File: config.mk
export PLATFORM = sky130hd
export DESIGN_NAME = flag_branch_unit
export DESIGN_NICKNAME = d
export VERILOG_FILES = /design/src/rtl/flag_branch_unit.sv
export SDC_FILE = /design/constraint.sdc
export NUM_CORES = 1
export LEC_CHECK = 0
export BUFFER_PORTS_ARGS = -buffer_cell sky130_fd_sc_hd__buf_4
export CAP_MARGIN = 20
export CELL_PAD_IN_SITES_DETAIL_PLACEMENT = 1
export CELL_PAD_IN_SITES_GLOBAL_PLACEMENT = 2
export CORE_MARGIN = 3
export CORE_UTILIZATION = 31
export CTS_BUF_LIST = sky130_fd_sc_hd__clkbuf_4 sky130_fd_sc_hd__clkbuf_8
export CTS_CLUSTER_DIAMETER = 60
export DETAILED_ROUTE_END_ITERATION = 7
export PLACE_DENSITY_LB_ADDON = 0.1
export RECOVER_POWER = 50
export SKIP_LAST_GASP = 1
export SLEW_MARGIN = 20
export SYNTH_ARGS = -nofsm -noshare
export SYNTH_HDL_FRONTEND = slang
export SYNTH_SLANG_ARGS = --single-unit
File: constraint.sdc
create_clock -name clk -period 1.9 [get_ports clk]
set_input_delay 0.095 -clock clk [delete_from_list [all_inputs] [get_ports clk]]
set_output_delay 0.095 -clock clk [all_outputs]
set_load 0.05 [all_outputs]
File: src/rtl/flag_branch_unit.sv
// flag_branch_unit
// Holds the architectural {Z,V,N} flags written by the EX stage and resolves
// conditional branches against them. Resolution waits while a flag producer in
// EX has not yet committed.
//
// Optional feature: define FLAG_BYPASS_EN to forward a committing producer's
// flags straight into branch evaluation. This removes the wait cycle for a
// producer in the same cycle. A stalled producer still blocks the branch.
//
// state | meaning
// IDLE  | no branch in flight; a presented branch is evaluated this cycle
// WAIT  | branch held (br_stall=1) until the flag hazard or flush clears
// DONE  | one-cycle result: br_done=1, br_taken holds the registered decision

module flag_branch_unit #(
    // Reset value of taken_cnt (normally zero)
    parameter logic [15:0] TAKEN_CNT_RST = 16'h0000
) (
    input  logic        clk,
    input  logic        rst_n,
    input  logic        ex_valid,
    input  logic [3:0]  ex_opcode,
    input  logic [2:0]  ex_flags,
    input  logic        ex_stall,
    input  logic        ex_flush,
    input  logic        br_valid,
    input  logic [2:0]  br_cond,
    output logic        br_done,
    output logic        br_taken,
    output logic        br_stall,
    output logic [2:0]  flags_q,
    output logic [15:0] taken_cnt
);

    typedef enum logic [1:0] {
        IDLE = 2'd0,
        WAIT = 2'd1,
        DONE = 2'd2
    } state_t;

    state_t      state, next_state;
    logic [2:0]  wr_mask;
    logic        ex_writes;
    logic        wr_commit;
    logic [2:0]  flags_next;
    logic [2:0]  eff_flags;
    logic        hazard;
    logic        blocked;
    logic        taken_q;

    // Flag bits are ordered {Z,V,N}. Z is bit 2, V is bit 1, N is bit 0.
    function automatic logic cond_taken(input logic [2:0] cond, input logic [2:0] f);
        logic z, v, n;
        z = f[2];
        v = f[1];
        n = f[0];
        case (cond)
            3'b000:  cond_taken = ~z;
            3'b001:  cond_taken = z;
            3'b010:  cond_taken = ~z & ~n;
            3'b011:  cond_taken = n;
            3'b100:  cond_taken = z | (~z & ~n);
            3'b101:  cond_taken = n | z;
            3'b110:  cond_taken = v;
            default: cond_taken = 1'b1;
        endcase
    endfunction

    // Decode which flags the EX opcode writes
    always_comb begin
        wr_mask = 3'b000;
        case (ex_opcode)
            4'b0000, 4'b0001:                     wr_mask = 3'b111;
            4'b0010, 4'b0100, 4'b0101, 4'b0110:   wr_mask = 3'b100;
            default:                              wr_mask = 3'b000;
        endcase
    end

    assign ex_writes  = |wr_mask;
    // A flush kills the write even when the pipeline is also stalled.
    assign wr_commit  = ex_valid & ~ex_stall & ~ex_flush & ex_writes;
    assign flags_next = (flags_q & ~wr_mask) | (ex_flags & wr_mask);

`ifdef FLAG_BYPASS_EN
    assign eff_flags = wr_commit ? flags_next : flags_q;
    assign hazard    = ex_valid & ~ex_flush & ex_writes & ex_stall;
`else
    assign eff_flags = flags_q;
    assign hazard    = ex_valid & ~ex_flush & ex_writes;
`endif

    // A flush cycle is never used for evaluation, so a killed write is never observed.
    assign blocked = hazard | ex_flush;

    // Next-state logic for the branch resolution FSM
    always_comb begin
        next_state = state;
        case (state)
            IDLE: begin
                if (br_valid) begin
                    next_state = blocked ? WAIT : DONE;
                end
            end
            WAIT: begin
                if (!br_valid) begin
                    next_state = IDLE;
                end else if (!blocked) begin
                    next_state = DONE;
                end
            end
            DONE:    next_state = IDLE;
            default: next_state = IDLE;
        endcase
    end

    // State register and decision capture on entry to DONE
    always_ff @(posedge clk or negedge rst_n) begin
        if (!rst_n) begin
            state   <= IDLE;
            taken_q <= 1'b0;
        end else begin
            state <= next_state;
            if (next_state == DONE) begin
                taken_q <= cond_taken(br_cond, eff_flags);
            end
        end
    end

    // Architectural flags update
    always_ff @(posedge clk or negedge rst_n) begin
        if (!rst_n) begin
            flags_q <= 3'b000;
        end else if (wr_commit) begin
            flags_q <= flags_next;
        end
    end

    // Count taken branches as their result leaves DONE
    always_ff @(posedge clk or negedge rst_n) begin
        if (!rst_n) begin
            taken_cnt <= TAKEN_CNT_RST;
        end else if (state == DONE && taken_q) begin
            taken_cnt <= taken_cnt + 16'd1;
        end
    end

    // The outputs decode the registered state only, so no path runs from ex_* to br_stall.
    assign br_done  = (state == DONE);
    assign br_stall = (state == WAIT);
    assign br_taken = taken_q;

endmodule

# Word-level counts from Yosys, hierarchy flattened
# Cells that the tools add are included.
op_classes:
  bitwise: 17
  n_reduce_logical: 7
  n_eq_ne: 14
  addsub: 1
  muxes: 7
op_table:
  columns: ["op", "count"]
  rows:
  - ["adder 16 x 1 -> 16 bit, second input constant", 1]
  - ["equality test 4 x 3 -> 1 bit, second input constant", 3]
  - ["equality test 3 bit, second input constant", 3]
  - ["2-to-1 mux 2 bit", 4]
  - ["case mux 1 bit (7 select lines)", 1]
  - ["bitwise AND 1 bit", 6]
  - ["bitwise AND 3 bit", 2]
  - ["equality test 3 x 2 -> 1 bit, second input constant", 2]
  - ["case mux 3 bit (2 select lines)", 1]
  - ["equality test 2 bit, second input constant", 2]
  - ["equality test 4 x 1 -> 1 bit, second input constant", 1]
  - ["equality test 4 x 2 -> 1 bit, second input constant", 1]
  - ["zero test 4 bit", 1]
  - ["inverter 1 bit", 4]
  - ["case mux 2 bit (2 select lines)", 1]
  - ["OR reduction 4 bit", 1]
  - ["equality test 3 x 1 -> 1 bit, second input constant", 1]
  - ["zero test 3 bit", 1]
  - ["inverter 3 bit", 1]
  - ["bitwise OR 1 bit", 3]
  - ["bitwise OR 3 bit", 1]
  - ["OR reduction 3 bit", 1]
  - ["equality test 2 x 1 -> 1 bit, second input constant", 1]
  - ["zero test 2 bit", 1]
  - ["other kinds (2)", 2]
totals:
  out_inout_bits: 22
  ff_bits: 22
  elab_cells: 50
  inputBits: 16

# Depth between registers and ports, before layout
# Gate-level depths: netlist (run 1).
depth:
  depth_word: 10
  ltp_mapped: 5
  mapped_depth_nobuf: 5

# Worst setup path before layout (run 1)
# No wires, ideal clock.
synth_path:
  path_type: "flip-flop to flip-flop"
  startpoint: "reg state[1]"
  endpoint: "reg taken_cnt[4]"
  synth_period_minus_slack_ns: 1.837
  stages_incl_launch_ff: 5
  required_time_ns: 1.758
  setup_time_ns: 0.142
  n_path_buf: 0
  arrival_time_ns: 1.694
  setup_slack_ns: 0.063
  cell_sequence: "dfrtp_1 nor2b_1 and2_1 nand4_1 xnor2_1"
synth_via:
  elab_chain_cells: 2
synth_lines:
  columns: ["element", "line", "text"]
  rows:
  - ["start: declaration", "41", "state_t state, next_state;"]
  - ["start signal: assignment", "122", "state <= next_state;"]
  - ["equality test 2 bit", null, null]
  - ["via br_done", "28", "output logic br_done,"]
  - ["logical AND 1 bit", "142", "end else if (state == DONE && taken_q) begin"]
  - ["end signal: assignment", "143", "taken_cnt <= taken_cnt + 16'd1;"]
  - ["end: declaration", "32", "output logic [15:0] taken_cnt"]
# The timed path passes the listed nets, and every way through them passes these cells.
# A chain may end at the register's enable or synchronous reset.

# Worst setup path after layout (run 1)
layout_path:
  startpoint: "reg state[0]"
  endpoint: "reg taken_cnt[9]"
layout_via:
  elab_chain_cells: 2
layout_lines:
  columns: ["element", "line"]
  rows:
  - ["equality test 2 bit", "142"]
  - ["logical AND 1 bit", "142"]
# No other way between the ends.

==> flow_summary.yaml, run 1 <==
run_status:
  status: "completed"
synthesis:
  yosysWarningCount: 0
  yosysMostFrequentCell: "dfrtp_1"
  ys_seq_area_share_pct: 51.2
  postSynth.asyncResetShare_pct: 100
  synth_cells: 97
  synth-seq-cells: 22
  synthFlopType: "dfrtp_1"
  synth_top_area_cell: "dfrtp_1"
  synthTopCellsByArea: "dfrtp_1, xnor2_1, xor2_1"
  synth_area_mm2: 0.00107
  yosysTopAreaCellShare_pct: 51.2
  syn-mean-instance-area_um2: 11.1
  syn_nets: 114
  synth_edf_count: 0
  synth_cell_types: 29
  synth_common_cells: "dfrtp_1, nand2_1, xnor2_1, nor2_1, nand3_1"
worst_setup_path:
  worstPathMaxFanout: 7
  critical_path.startpoint_type: "flop"
  worstPathRequired_ns: 2.14
  crit_slowest_cell: "dfrtp_1"
  reg2reg_depth: 4
  cp_slowest_stage_delay_ns: 0.43
  rrSetupSlack_ns: 0.38
  r2r_end: "taken_cnt[9]"
  endpoint_kind: "flop"
  r2r-start: "state[0]"
  crit_type: "reg2reg"
  path_buf_inv: 0
  critical-path-top-delay-family: "simple AND/OR/NAND/NOR gates"
  arrival_ns: 1.76
  path_cells: "nand3b_1 > or2_1 > nor3_2 > xor2_1"
clock_tree:
  cts_setup_buffers: 0
  cts_root_buffer: "clkbuf_4"
  hold_buffers: 2
  insertion_delay_ns: 0.30
  cts_num_sinks: 22
  numCtsBuffers: 3
  ctsResizeCount: 0
  h-tree-depth: 1
  clk_path_buf_depth: 2
  cts_tree: "built"
  clkTransAtPathRegs_ns: 0.12
global_routing:
  grt_overflow: 0
  grt_usage_pct: 12.7
  grt_max_degree: 23
  grt_pass1_wl_mm: 4.20
  grt_pass1_vias: 923
  antenna_found_initial: 0
flow_run:
  drv_cap: 0
sta:
  post-route-min-period_ns: 1.52
  period_share_pct: 80.0
  totalNegativeSetupSlack_ns: 0
  slew_headroom_pct: 22.9
  finalClockSkew_ns: 0.00107
  rsz0062_at_grt: "no"
  tightest_slew_ns: 1.16
  slew_viol_final: 0
  hold_viol: 0
  setup_viol: 0
  fmax_ghz: 0.658
placed_design:
  place_area_mm2: 0.00141
  place.gp.congestion: 0.721
  post-dp-hpwl_mm: 1.97
  io_buffers: 37
routing:
  drtAntennaViolNets: 0
  drt-pass1-iter-count: 4
  drt_iter0_drc: 17
  wire_per_inst_um: 13.4
  viasPerCell: 4.70
  postRouteWirelength_mm: 2.46
  drc: 0
  vias: 865
floorplan:
  num_io_pins: 38
  row_count: 20
  die-area_mm2: 0.00421
  core_mm2: 0.00318
  die_w_um: 64.9
  dieHeight_um: 64.9
  start_util_pct: 33.8
power_and_ir_drop:
  report.power.total_mw: 1.29
  irDropWorstVdd_mv: 0.533
  cellPowerDensity_mw_per_mm2: 907
  p_leak_nw: 0.652
cells_and_area:
  fillers: 378
  drive_above_1_share_pct: 28.6
  fin_nets: 158
  final_area_mm2: 0.00142
  area_growth_pct: 31.9
  multi_input_area_um2: 500
  n_antenna_cell: 0
  seq_area_um2: 551
worst_hold_path:
  min-delay-path-class: "in2reg"
  hold_start: "ex_flags[0]"
  hold_depth: 2
==> final cells by class <==
cell class | count | area share (%)
tap | 44 | 3.88
timing repair buffer | 39 | 19.2
clock buffer | 4 | 2.56
sequential | 22 | 38.8
multi-input combinational | 74 | 35.3
inverter | 1 | 0.265
==> cell usage in the layout (no fill, tap or decap), types with 5 or more instances in the layout <==
cell type / count
xnor2_1: 10
dfrtp_1: 22
buf_4: 29
xor2_1: 5
nand3_1: 7
nand2_1: 10
nor2_1: 8
nand4_1: 5
clkbuf_1: 7
==> metal layers <==
layer,vias up,global-route usage (%),share of wire (%)
li1,422,-,-
met5,-,0,0
met4,0,5.54,0.77
met3,2,3.12,5.8
met2,21,18.5,45
met1,420,17.7,48
==> per-stage QoR <==
| stage | instances | setup WS (ns) | utilization, % | hold WS (ns) |
|---|---|---|---|---|
| after floorplan | 97 | 0.0634 | - | -0.201 |
| after global placement | 178 | 0.453 | 44.3 | -0.00303 |
| after detailed placement | 178 | 0.448 | 44.3 | 0.000277 |
| after CTS | 184 | 0.426 | 46.1 | 0.00588 |
| after global routing | 184 | 0.283 | 44.6 | 0.0102 |
| final | 184 | 0.381 | 44.6 | 0.00944 |
==> cell families (layout without fill, tap and decap cells) <==
family / Yosys count / in the layout / synth area share, %
adders and majority gates: 1 / 1 / 1.16
xor gates and xnor gates: 15 / 15 / 12.2
DFF: 22 / 22 / 51.2
muxes: 5 / 5 / 5.59
AOI/OAI and AO/OA: 5 / 5 / 3.03
buffers and inverters: 1 / 44 / 0.349
and+or+nand+nor: 48 / 48 / 26.4
==> how the worst max path moves through the flow <==
stage,depth (start not counted),startpoint,slack (ns),end
after floorplan,4,state[1],0.06,taken_cnt[4]
after global routing,4,state[0],0.28,taken_cnt[9]
after global placement,4,flop,0.45,br_taken
final,4,state[0],0.38,taken_cnt[9]
after detailed placement,4,flop,0.45,br_taken
after CTS,4,flop,0.43,br_taken
==> where the power goes <==
group | internal [mW] | switching [mW]
Sequential | 0.522 | 0.0747
Clock | 0.117 | 0.135
Combinational | 0.151 | 0.285
==> worst register-to-register path, cell delays in order, from the launching register on <==
cell	delay (ns)
dfrtp_1	0.43
nand3b_1	0.32
or2_1	0.36
nor3_2	0.19
xor2_1	0.15
No activity file was read; power rests on OpenSTA's default activity.
==> run 2: changes to the inputs <==
Clock period 1.9 ns to 1.5 ns, I/O delays scaled along.
==> run 2 against run 1 <==
Die area unchanged; the run now ends with hold timing left; global-route usage increased by 1.1 points; combinational power is 28% higher; critical endpoint is now br_taken; register-to-register slack worse by 0.30 ns; fmax grew 7.3%.
==> flow_summary.yaml, run 2 (same netlist as run 1, synthesis figures left out) <==
cells_and_area:
  final_cells: 188
  fin_nets: 162
  final_area_mm2: 0.00149
  fin_util_pct: 47.0
  area_growth_pct: 38.9
  fillers: 364
  final_common_cell: "buf_4"
  drive_above_1_share_pct: 39.6
  n_antenna_cell: 0
  final_cell_mix: "buf_4, dfrtp_2, dfrtp_1, nand2_1, xnor2_1"
clock_tree:
  cts_num_sinks: 22
  numCtsBuffers: 3
  cts_tree: "built"
  clk_path_buf_depth: 2
  h-tree-depth: 1
  clkTransAtPathRegs_ns: 0.13
  cts_root_buffer: "clkbuf_4"
  cts_setup_buffers: 0
  insertion_delay_ns: 0.31
routing:
  postRouteWirelength_mm: 2.56
  vias: 866
  viasPerCell: 4.61
  wire_per_inst_um: 13.6
  drt-pass1-iter-count: 2
  drtAntennaViolNets: 0
  drt_iter0_drc: 18
  drc: 0
global_routing:
  grt_pass1_wl_mm: 4.52
  grt_max_degree: 23
  met2_usage_pct: 21.6
  grt_usage_pct: 13.9
  grt_overflow: 0
  antenna_found_initial: 0
  grt_pass1_vias: 926
  use_met3_pct: 3.12
  grtUsageMet1_pct: 18.5
  grt-busiest-layer: "met2"
sta:
  slew_viol_final: 0
  tightest_slew_ns: 0.602
  hold_viol: 1
  setup_viol: 0
  post-route-min-period_ns: 1.42
  hold_ws_ns: -0.000281
  rsz0062_at_grt: "no"
  slew_headroom_pct: 60.1
  finalClockSkew_ns: 0.00115
  period_share_pct: 94.4
  totalNegativeSetupSlack_ns: 0
  setup_ws_ns: 0.0847
  fmax_ghz: 0.707
worst_setup_path:
  crit_type: "reg2reg"
  critical_path.startpoint_type: "flop"
  reg2reg_depth: 4
  worstPathMaxFanout: 6
  worstPathRequired_ns: 1.71
  r2r_end: "br_taken"
  endpoint_kind: "flop"
  rrSetupSlack_ns: 0.08
  arrival_ns: 1.63
worst_hold_path:
  hold_depth: 3
  worstHoldEndpoint: "state[0]"
  min-delay-path-class: "in2reg"
  hold_start: "br_valid"
flow_run:
  drv_cap: 0
power_and_ir_drop:
  report.power.total_mw: 1.67
  irDropWorstVdd_mv: 0.552
  p_leak_nw: 0.680
  cellPowerDensity_mw_per_mm2: 1120
placed_design:
  place_area_mm2: 0.00143
  post-dp-hpwl_mm: 1.99
  place.gp.congestion: 0.720
  io_buffers: 37
  dp.cells: 179
  dp_slack_ns: 0.0936
floorplan:
  die-area_mm2: 0.00421
  num_io_pins: 38
  start_util_pct: 33.8
  core_mm2: 0.00318
  row_count: 20
  dieHeight_um: 64.9
  die_w_um: 64.9
run_status:
  status: "finished with violations"
  violations: "hold timing"
## run 2: layout make-up
| type | instances | area [um^2] | share of cell area [%] |
|---|---|---|---|
| Multi-Input combinational cell | 74 | 523 | 35.0 |
| Sequential cell | 22 | 564 | 37.8 |
| Timing Repair Buffer | 43 | 310 | 20.8 |
| Tap cell | 44 | 55.1 | 3.69 |
| Clock buffer | 4 | 36.3 | 2.43 |
| Inverter | 1 | 3.75 | 0.251 |
## run 2: layer usage
| layer | wire (um) | vias to the layer above |
|---|---|---|
| met4 | 21 | 0 |
| met1 | 1200 | 413 |
| li1 | - | 428 |
| met3 | 142 | 2 |
| met2 | 1200 | 23 |
| met5 | 0 | - |
## run 2: worst max path at each step
stage | from | endpoint | slack, ns | cells after the start
floorplan | state[1] | taken_cnt[4] | -0.03 | 4
global placement | flop | br_taken | 0.12 | 4
detailed placement | flop | br_taken | 0.09 | 4
CTS | flop | br_taken | 0.07 | 4
global route | taken_cnt[0] | taken_cnt[12] | 0.01 | 5
finish | flop | br_taken | 0.08 | 4
## run 2: timing repair
action	in CTS	in global routing
hold endpoints to repair	26	0
setup endpoints to repair	0	2
hold buffers	5	0
gates resized for setup	0	2
## run 2: worst max-delay path, cell delays in order, from the launching register on
cell	delay [ns]
dfrtp_2	0.46
or3b_1	0.36
a31oi_1	0.14
o22ai_1	0.10
mux2_4	0.26
## run 2: power breakdown
group	switching, mW	internal (mW)	leakage, nW
clock	0.191	0.148	0.0210
sequential	0.0961	0.674	0.280
combinational	0.369	0.189	0.379
total	0.656	1.01	0.680
